## src/rtl/fx3_in_wb_writer_pkg.sv

```systemverilog
// ---------------------------------------------------------------------------
// fx3_in_wb_writer_pkg
//   Shared definitions for the FX3 inbound Wishbone writer:
//   - state_t            : controller state encoding
//   - WRITE_CMD_DEF      : command code that moves data onto the bus
//   - FLAG_HOLD_BIT      : flag bit selecting a fixed (FIFO-style) target
//   - TIMEOUT_CYCLES_DEF : default ack wait limit (FX3_IN_WB_TIMEOUT_EN builds)
//   - WB_SEL_ALL         : byte selects for a full 32-bit word
// ---------------------------------------------------------------------------
package fx3_in_wb_writer_pkg;

    typedef enum logic [2:0] {
        ST_IDLE      = 3'd0,
        ST_WAIT_FIFO = 3'd1,
        ST_LOAD      = 3'd2,
        ST_BUS       = 3'd3,
        ST_DONE      = 3'd4
    } state_t;

    localparam logic [7:0]  WRITE_CMD_DEF      = 8'h01;
    localparam int          FLAG_HOLD_BIT      = 0;
    localparam logic [31:0] TIMEOUT_CYCLES_DEF = 32'd1024;
    localparam logic [3:0]  WB_SEL_ALL         = 4'hF;

endpackage

```

## src/rtl/fx3_in_wb_writer_beat.sv

```systemverilog
// ---------------------------------------------------------------------------
// fx3_in_wb_beat
//   Single-beat Wishbone write engine. A one-cycle i_start captures the data
//   word and raises stb/cyc on the following cycle; the strobe is held until
//   the slave acknowledges (or, when FX3_IN_WB_TIMEOUT_EN is defined, until
//   TIMEOUT_CYCLES strobe cycles pass without an ack).
//
//   Ports:
//     clk, rst      : clock, asynchronous active-low reset
//     i_start       : begin a beat with i_data
//     i_data        : word to write
//     i_ack         : Wishbone acknowledge
//     o_stb         : strobe (top drives cyc/we/stb from this)
//     o_sel         : byte selects, all ones while strobing
//     o_dat         : write data
//     o_beat_ack    : the beat completes this cycle
//     o_timeout     : the beat is abandoned this cycle
//
//   Configuration macro: FX3_IN_WB_TIMEOUT_EN
// ---------------------------------------------------------------------------
module fx3_in_wb_beat
    import fx3_in_wb_writer_pkg::*;
#(
    parameter logic [31:0] TIMEOUT_CYCLES = TIMEOUT_CYCLES_DEF
) (
    input  logic        clk,
    input  logic        rst,
    input  logic        i_start,
    input  logic [31:0] i_data,
    input  logic        i_ack,
    output logic        o_stb,
    output logic [3:0]  o_sel,
    output logic [31:0] o_dat,
    output logic        o_beat_ack,
    output logic        o_timeout
);

    logic        stb_q, stb_d;
    logic [31:0] dat_q, dat_d;

    // An ack that is already high on the first strobe cycle finishes the beat
    // right away; acks outside a strobe are ignored.
    assign o_beat_ack = stb_q & i_ack;

`ifdef FX3_IN_WB_TIMEOUT_EN
    logic [31:0] timer_q, timer_d;

    // timer_q holds the number of strobe cycles already spent without an ack,
    // so the limit is reached on the TIMEOUT_CYCLES-th waiting cycle.
    assign o_timeout = stb_q & ~i_ack & (timer_q == (TIMEOUT_CYCLES - 32'd1));

    always_comb begin
        timer_d = timer_q;
        if (!stb_q || i_ack) begin
            timer_d = 32'd0;
        end else begin
            timer_d = timer_q + 32'd1;
        end
    end

    always_ff @(posedge clk or negedge rst) begin
        if (!rst) begin
            timer_q <= 32'd0;
        end else begin
            timer_q <= timer_d;
        end
    end
`else
    logic unused_timeout_cfg;
    assign unused_timeout_cfg = ^TIMEOUT_CYCLES;
    assign o_timeout          = 1'b0;
`endif

    always_comb begin
        stb_d = stb_q;
        dat_d = dat_q;
        if (i_start) begin
            stb_d = 1'b1;
            dat_d = i_data;
        end else if (o_beat_ack || o_timeout) begin
            stb_d = 1'b0;
        end
    end

    always_ff @(posedge clk or negedge rst) begin
        if (!rst) begin
            stb_q <= 1'b0;
            dat_q <= 32'd0;
        end else begin
            stb_q <= stb_d;
            dat_q <= dat_d;
        end
    end

    assign o_stb = stb_q;
    assign o_sel = stb_q ? WB_SEL_ALL : 4'h0;
    assign o_dat = dat_q;

endmodule

```

## src/rtl/fx3_in_wb_writer.sv

```systemverilog
// ---------------------------------------------------------------------------
// fx3_in_wb_writer
//   Consumes decoded FX3 inbound command headers. Write commands drain words
//   from the ping-pong FIFO read side and issue one Wishbone write per word;
//   every accepted header ends with a one-cycle o_done_stb.
//
//   Ports:
//     clk, rst                       : clock, asynchronous active-low reset
//     i_command/i_flag/i_rw_count/
//     i_address/i_command_rdy_stb    : command header and its valid strobe
//     i_in_ready/o_in_activate/
//     i_in_packet_size/i_in_data/
//     o_in_strobe                    : ppfifo read side
//     o_wbm_*/i_wbm_ack              : Wishbone master (single-beat writes)
//     o_busy, o_done_stb,
//     o_word_count, o_error          : status to FX3 control logic
//
//   Configuration macro: FX3_IN_WB_TIMEOUT_EN (ack timeout sets o_error;
//   without it the bus waits indefinitely and o_error stays 0).
// ---------------------------------------------------------------------------
module fx3_in_wb_writer
    import fx3_in_wb_writer_pkg::*;
#(
    parameter logic [7:0]  WRITE_CMD      = WRITE_CMD_DEF,
    parameter logic [31:0] TIMEOUT_CYCLES = TIMEOUT_CYCLES_DEF
) (
    input  logic        clk,
    input  logic        rst,
    input  logic [7:0]  i_command,
    input  logic [7:0]  i_flag,
    input  logic [31:0] i_rw_count,
    input  logic [31:0] i_address,
    input  logic        i_command_rdy_stb,
    input  logic        i_in_ready,
    output logic        o_in_activate,
    input  logic [23:0] i_in_packet_size,
    input  logic [31:0] i_in_data,
    output logic        o_in_strobe,
    output logic [31:0] o_wbm_adr,
    output logic [31:0] o_wbm_dat,
    output logic [3:0]  o_wbm_sel,
    output logic        o_wbm_we,
    output logic        o_wbm_stb,
    output logic        o_wbm_cyc,
    input  logic        i_wbm_ack,
    output logic        o_busy,
    output logic        o_done_stb,
    output logic [31:0] o_word_count,
    output logic        o_error
);

    state_t      state_q, state_d;
    logic [31:0] count_q, count_d;
    logic [31:0] adr_q, adr_d;
    logic [31:0] word_count_q, word_count_d;
    logic [23:0] remaining_q, remaining_d;
    logic        hold_q, hold_d;
    logic        activate_q, activate_d;
    logic        error_q, error_d;

    logic        beat_start;
    logic        beat_stb;
    logic        beat_ack;
    logic        beat_timeout;
    logic [31:0] word_count_inc;

    logic        unused_flag_bits;
    assign unused_flag_bits = ^{i_flag[7:1]};

    // A word is popped in LOAD only while the claimed buffer still has data;
    // the same cycle hands that word to the beat engine.
    assign beat_start     = (state_q == ST_LOAD) && (remaining_q != 24'd0);
    assign word_count_inc = word_count_q + 32'd1;

    fx3_in_wb_beat #(
        .TIMEOUT_CYCLES (TIMEOUT_CYCLES)
    ) u_beat (
        .clk        (clk),
        .rst        (rst),
        .i_start    (beat_start),
        .i_data     (i_in_data),
        .i_ack      (i_wbm_ack),
        .o_stb      (beat_stb),
        .o_sel      (o_wbm_sel),
        .o_dat      (o_wbm_dat),
        .o_beat_ack (beat_ack),
        .o_timeout  (beat_timeout)
    );

    always_comb begin
        state_d      = state_q;
        count_d      = count_q;
        adr_d        = adr_q;
        word_count_d = word_count_q;
        remaining_d  = remaining_q;
        hold_d       = hold_q;
        activate_d   = activate_q;
        error_d      = error_q;

        case (state_q)
            ST_IDLE: begin
                if (i_command_rdy_stb) begin
                    count_d      = i_rw_count;
                    adr_d        = i_address;
                    hold_d       = i_flag[FLAG_HOLD_BIT];
                    word_count_d = 32'd0;
                    error_d      = 1'b0;
                    if ((i_command == WRITE_CMD) && (i_rw_count != 32'd0)) begin
                        state_d = ST_WAIT_FIFO;
                    end else begin
                        state_d = ST_DONE;
                    end
                end
            end

            ST_WAIT_FIFO: begin
                if (i_in_ready) begin
                    activate_d  = 1'b1;
                    remaining_d = i_in_packet_size;
                    state_d     = ST_LOAD;
                end
            end

            ST_LOAD: begin
                // An empty buffer is handed back; WAIT_FIFO then keeps
                // activate low for at least one cycle before re-claiming.
                if (remaining_q == 24'd0) begin
                    activate_d = 1'b0;
                    state_d    = ST_WAIT_FIFO;
                end else begin
                    state_d = ST_BUS;
                end
            end

            ST_BUS: begin
                if (beat_ack) begin
                    word_count_d = word_count_inc;
                    remaining_d  = remaining_q - 24'd1;
                    if (!hold_q) begin
                        adr_d = adr_q + 32'd1;
                    end
                    // Stopping exactly at count keeps o_word_count saturated
                    // and leaves any surplus words in the buffer unpopped.
                    if (word_count_inc == count_q) begin
                        activate_d = 1'b0;
                        state_d    = ST_DONE;
                    end else begin
                        state_d = ST_LOAD;
                    end
                end else if (beat_timeout) begin
                    error_d    = 1'b1;
                    activate_d = 1'b0;
                    state_d    = ST_DONE;
                end
            end

            ST_DONE: begin
                state_d = ST_IDLE;
            end

            default: begin
                state_d = ST_IDLE;
            end
        endcase
    end

    always_ff @(posedge clk or negedge rst) begin
        if (!rst) begin
            state_q      <= ST_IDLE;
            count_q      <= 32'd0;
            adr_q        <= 32'd0;
            word_count_q <= 32'd0;
            remaining_q  <= 24'd0;
            hold_q       <= 1'b0;
            activate_q   <= 1'b0;
            error_q      <= 1'b0;
        end else begin
            state_q      <= state_d;
            count_q      <= count_d;
            adr_q        <= adr_d;
            word_count_q <= word_count_d;
            remaining_q  <= remaining_d;
            hold_q       <= hold_d;
            activate_q   <= activate_d;
            error_q      <= error_d;
        end
    end

    assign o_in_activate = activate_q;
    assign o_in_strobe   = beat_start;
    assign o_wbm_adr     = adr_q;
    assign o_wbm_we      = beat_stb;
    assign o_wbm_stb     = beat_stb;
    assign o_wbm_cyc     = beat_stb;
    assign o_busy        = (state_q != ST_IDLE);
    assign o_done_stb    = (state_q == ST_DONE);
    assign o_word_count  = word_count_q;
    assign o_error       = error_q;

endmodule

```

## config.mk

```make
export PLATFORM = sky130hd
export DESIGN_NAME = fx3_in_wb_writer
export DESIGN_NICKNAME = d
export VERILOG_FILES = /design/src/rtl/fx3_in_wb_writer_pkg.sv /design/src/rtl/fx3_in_wb_writer_beat.sv /design/src/rtl/fx3_in_wb_writer.sv
export SDC_FILE = /design/constraint.sdc
export NUM_CORES = 1
export LEC_CHECK = 0
export BUFFER_PORTS_ARGS = -buffer_cell sky130_fd_sc_hd__clkbuf_2
export CAP_MARGIN = 20
export CORE_MARGIN = 10
export CORE_UTILIZATION = 53
export DETAILED_ROUTE_END_ITERATION = 12
export GPL_TIMING_DRIVEN = 1
export PLACE_DENSITY = 0.81
export SLEW_MARGIN = 20
export SYNTH_ARGS = -nofsm -noshare
export SYNTH_HDL_FRONTEND = slang
export SYNTH_SLANG_ARGS = --single-unit
```

## constraint.sdc

```tcl
create_clock -name clk -period 3.7 [get_ports clk]
set_input_delay 0.37 -clock clk [delete_from_list [all_inputs] [get_ports clk]]
set_output_delay 0.37 -clock clk [all_outputs]
set_load 0.01 [all_outputs]
```

# Word-level counts from Yosys, hierarchy flattened

Index checks and enable logic that the tools add are counted.
W data, S select, Z words.

Register bits after elaboration: 158
Bits of input ports: 141
Output and inout port bits: 108
Word-level logic and storage cells: 67

$add $sub $neg: 3
Equal/unequal tests: 12
Multiplexer cells: 25
Bitwise operators: 1
Reductions and logical operators: 17

Operators with widths:

| operator                | number |
|---|---|
| $mux W32                | 5 |
| $pmux W32 S2            | 2 |
| $add A32 B1 Y32 const B | 2 |
| $mux W24                | 2 |
| $pmux W24 S2            | 1 |
| $eq A32 B32 Y1          | 1 |
| $reduce_bool A32 Y1     | 1 |
| $logic_not A24 Y1       | 1 |
| $reduce_bool A24 Y1     | 1 |
| $sub A24 B1 Y24 const B | 1 |
| $mux W3                 | 5 |
| $pmux W3 S4             | 1 |
| $ne A2 B2 Y1 const B    | 5 |
| $reduce_and A3 Y1       | 3 |
| $eq A8 B1 Y1 const B    | 1 |
| $eq A3 B2 Y1 const B    | 2 |
| $mux W1                 | 6 |
| $reduce_bool A2 Y1      | 3 |
| $reduce_bool A3 Y1      | 2 |
| $reduce_and A5 Y1       | 1 |
| $mux W4                 | 1 |
| $reduce_and A4 Y1       | 1 |
| $eq A3 B1 Y1 const B    | 1 |
| $eq A3 B3 Y1 const B    | 1 |
| other kinds (7)         | 8 |

# Longest topological paths before layout

Depth after elaboration: 5
Mapped depth: 12

# Hierarchy

Synthesis repeated with hierarchy kept, for this count alone.

Cell total of the unflattened synthesis: 964
Area total of the unflattened synthesis: 9,132.5 um2

Modules (own cells, without submodules):

| module           | instances | cells an instance | area each (um2) | sequential area each (um2) |
|---|---|---|---|---|
| fx3_in_wb_writer | 1         | 886               | 7,707.4         | 3,153.0 |
| fx3_in_wb_beat   | 1         | 78                | 1,425.1         | 825.8 |

# Least setup slack after synthesis

OpenSTA, ideal clock, no wires.

Kind: register to output
Start point: register remaining_q[0]
End point: output port o_in_strobe
Arrival time: 2.585 ns
Slack: 0.745 ns
Stages on the path, launching flop included: 11
Buffers on the path: 2
Path through: dfrtp_1 > inv_1 > ha_1 > or3b_1 > or4b_1 > nor4b_1 > nor4b_2 > a211o_1 > buf_4 > inv_2 > buf_2

Cells in the longest elaborated chain, start to end: 2

RTL lines:

| element                | RTL line                | text |
|---|---|---|
| start, declared        | fx3_in_wb_writer.sv:56  | `logic [23:0] remaining_q, remaining_d;` |
| start signal, assigned | fx3_in_wb_writer.sv:182 | `remaining_q <= remaining_d;` |
| $reduce_bool A24 Y1    | fx3_in_wb_writer.sv:72  | `assign beat_start = (state_q == ST_LOAD) && (remaining_q != 24'd0);` |
| $logic_and A1 B1 Y1    | fx3_in_wb_writer.sv:72  |  |
| end, declared          | fx3_in_wb_writer.sv:38  | `output logic o_in_strobe,` |

Every way passes these cells.

# Worst setup path in the final report

Ends and elaborated chain as after synthesis.

==> flow_metrics.env <==
export IMPL_grt_pass1_vias=8203
export IMPL_dp_cells=1460
export IMPL_cts_sinks=158
export IMPL_setup_ws_ps=138
export IMPL_fill_cells=1374
export IMPL_die_w_um=150
export IMPL_drtIter0Drc=707
export IMPL_finalHoldViolCount=0
export IMPL_ctsLongestPathBuffers=2
export IMPL_final_common_cell="clkbuf_2"
export IMPL_synth_async_reset_ratio_pct=100
export IMPL_setup_worst_path_end_class="output pin"
export IMPL_n_antenna_cell=0
export IMPL_grt_pass1_wl_mm=42.8
export IMPL_insertion_delay_ps=430
export IMPL_grt_use_total_pct=23.4
export IMPL_period_share_pct=96.3
export IMPL_final_max_slew_viol_count=0
export IMPL_yosys_warnings=0
export IMPL_initial_core_util_pct=53.8
export IMPL_r2r_start="o_word_count[5]"
export IMPL_multi_input_area_um2=4580
export IMPL_num_nets_final=1404
export IMPL_utilization_pct=65.7
export IMPL_tns_ps=0
export IMPL_critical_path_class="register to output pin"
export IMPL_hp_class="input port to register"
export IMPL_cts_tree="done"
export IMPL_clockRootBuffer="clkbuf_16"
export IMPL_period_minus_slack_ps=3560
export IMPL_core_um2=16500
export IMPL_worst_clock_skew_ps=11.4
export IMPL_layout_common_cells="clkbuf_2 (239), nand2_1 (187), dfrtp_1 (158)"
export IMPL_netlist_cell_type_count=66
export IMPL_port_buffers=240
export IMPL_setup_violations=0
export IMPL_ant_nets=0
export IMPL_reg2reg_slack_ps=530
export IMPL_max_cap_violations=0
export IMPL_layout_cells_non_filler=1493
export IMPL_wire_per_inst_um=18.2
export IMPL_start_kind="register"
export IMPL_die_area_um2=22400
export IMPL_reg2reg_depth=8
export IMPL_synthFlopType="dfrtp_1"
export IMPL_syn_avg_cell_area_um2=8.48
export IMPL_h_tree_depth=4
export IMPL_clkTransAtPathRegs_ps=70
export IMPL_rows=47
export IMPL_worst_path_max_fanout=7
export IMPL_r2r_end="o_in_activate"
export IMPL_layout_drive_gt1_share_pct=27.0
export IMPL_hp_start="i_in_data[11]"
export IMPL_synth_ff_latch_count=158
export IMPL_ir_drop_mv=0.416
export IMPL_first_pass_iters=5
export IMPL_antenna_found_initial=0
export IMPL_wirelength_mm=27.2
export IMPL_whs_ps=127
export IMPL_seqCellArea_um2=3950
export IMPL_fmaxAchievable_mhz=281
export IMPL_cts_buffers=17
export IMPL_boundaryPins=249
export IMPL_synth_edf_count=0
export IMPL_p_per_area_nw_per_um2=730
export IMPL_tightest_slew_ps=795
export IMPL_grt_max_degree=83
export IMPL_synth_nets=1193
export IMPL_whs_path_depth=3
export IMPL_p_leak_nw=4.91
export IMPL_required_ps=3330
export IMPL_max_slew_margin_pct=47.0
export IMPL_area_growth_pct=22.1
export IMPL_dpl_hpwl_mm=20.1
export IMPL_vias_per_cell=5.88
export IMPL_worstPathArrival_ps=3190
export IMPL_synth_cell_area_um2=8900
export IMPL_grt_overflow_total=0
export IMPL_hold_end="u_beat.o_dat[11]"
export IMPL_ys_seq_area_share_pct=44.4
export IMPL_num_vias=8780
export IMPL_postSynthCellCount=1049
export IMPL_pre_cts_ws_ps=352
export IMPL_drc=0
export IMPL_die_h_um=150
export IMPL_outcome="finished clean"
export IMPL_gp_congestion=0.923
-- metal layers --
| layer | share of wire [%] | routed length (um) | vias up | track usage [%] |
|---|---|---|---|---|
| met2 | 47 | 12800 | 394 | 36.5 |
| met4 | 2.9 | 788 | 0 | 8.39 |
| met3 | 8.8 | 2380 | 57 | 6.37 |
| met5 | 0 | 0 | - | 0 |
| li1 | - | - | 4200 | - |
| met1 | 41 | 11200 | 4129 | 30.6 |
-- sequential cells by signal, indices dropped and copies added, names as in the netlist --
name	cells
count_q	32
o_wbm_adr	32
o_word_count	32
u_beat.o_dat	32
remaining_q	24
state_q	3
hold_q	1
o_in_activate	1
u_beat.o_stb	1
-- area by class of cell --
cell class | count | area share (%)
Multi-Input combinational cell | 802 | 42.2
Sequential cell | 158 | 36.4
Timing Repair Buffer | 263 | 12.8
Clock buffer | 20 | 4.20
Tap cell | 220 | 2.53
Clock inverter | 12 | 1.22
Inverter | 18 | 0.622
-- Yosys cell counts, types with 4 or more instances --
library cell / instances / share of area, %
nand2_1: 187 / 7.9
dfrtp_1: 158 / 44
a21oi_1: 110 / 6.2
o21ai_0: 83 / 4.7
nor2_1: 70 / 3.0
clkbuf_1: 44 / 1.9
nand3_1: 36 / 2.0
mux2_2: 32 / 4.1
o22ai_1: 31 / 2.2
xnor2_1: 27 / 2.7
nor4_1: 25 / 1.8
nor3_1: 24 / 1.4
nand4_1: 19 / 1.3
xor2_1: 18 / 1.8
inv_1: 17 / 0.72
o31ai_1: 15 / 1.3
buf_2: 12 / 0.68
and3_1: 11 / 0.77
or3_1: 11 / 0.77
a31oi_1: 10 / 0.70
buf_4: 10 / 0.84
and2_1: 8 / 0.56
and4_1: 7 / 0.69
nand2b_1: 6 / 0.42
o41ai_1: 5 / 0.49
or4_1: 5 / 0.42
a21o_1: 4 / 0.34
buf_1: 4 / 0.17
or2_2: 4 / 0.28
-- worst max-delay path: stages, from the launching register on --
cell,delay (ps)
dfrtp_1,420
inv_1,90
ha_1,190
or3b_1,420
or4b_1,560
nor4b_2,320
nor4b_4,320
a211o_4,230
inv_2,70
clkbuf_2,130
-- kinds of logic after synthesis --
family	count (synthesis)	share of synthesized area, %
adders and majority gates	3	0.422
AOI/OAI and AO/OA	285	18.6
and+or+nand+nor	433	23.4
other	1	0.0422
DFF	158	44.4
buffers and inverters	89	4.36
xor gates and xnor gates	45	4.43
muxes	35	4.39
-- timing repair --
action | CTS | global route
setup buffers | 0 | 0
pin swaps | 0 | 0
endpoints found under the hold margin | 0 | 1
gates resized for setup | 2 | 2
hold buffers | 0 | 1
setup endpoints to repair | 1 | 1
-- worst max path at each step --
stage,slack (ps),to,start,depth (start not counted)
after floorplan,740,o_in_strobe,remaining_q[0],10
after global placement,460,u_beat.o_dat[4],remaining_q[0],11
after detailed placement,350,u_beat.o_dat[4],remaining_q[0],11
after CTS,90,o_in_strobe,remaining_q[0],9
after global routing,-10,o_in_strobe,remaining_q[0],9
final,140,o_in_strobe,remaining_q[0],9
-- power by group --
group	leakage, nW	switching, mW	internal (mW)	total [mW]
combinational	2.71	1.73	1.30	3.03
clock	0.283	0.746	1.03	1.78
sequential	1.92	0.704	2.42	3.12
total	4.91	3.18	4.75	7.93
-- per-stage QoR --
| stage | instance area (um2) | total power, mW |
|---|---|---|
| 5_1_grt | 10900 | 8.49 |
| 6_report | 10900 | 7.93 |
| 4_1_cts | 10800 | 7.95 |
| 3_5_place_dp | 10200 | 6.17 |
| 3_3_place_gp | 10200 | 6.03 |
| 2_1_floorplan | 8900 | 5.05 |
Power figures use the tool's default switching activity.
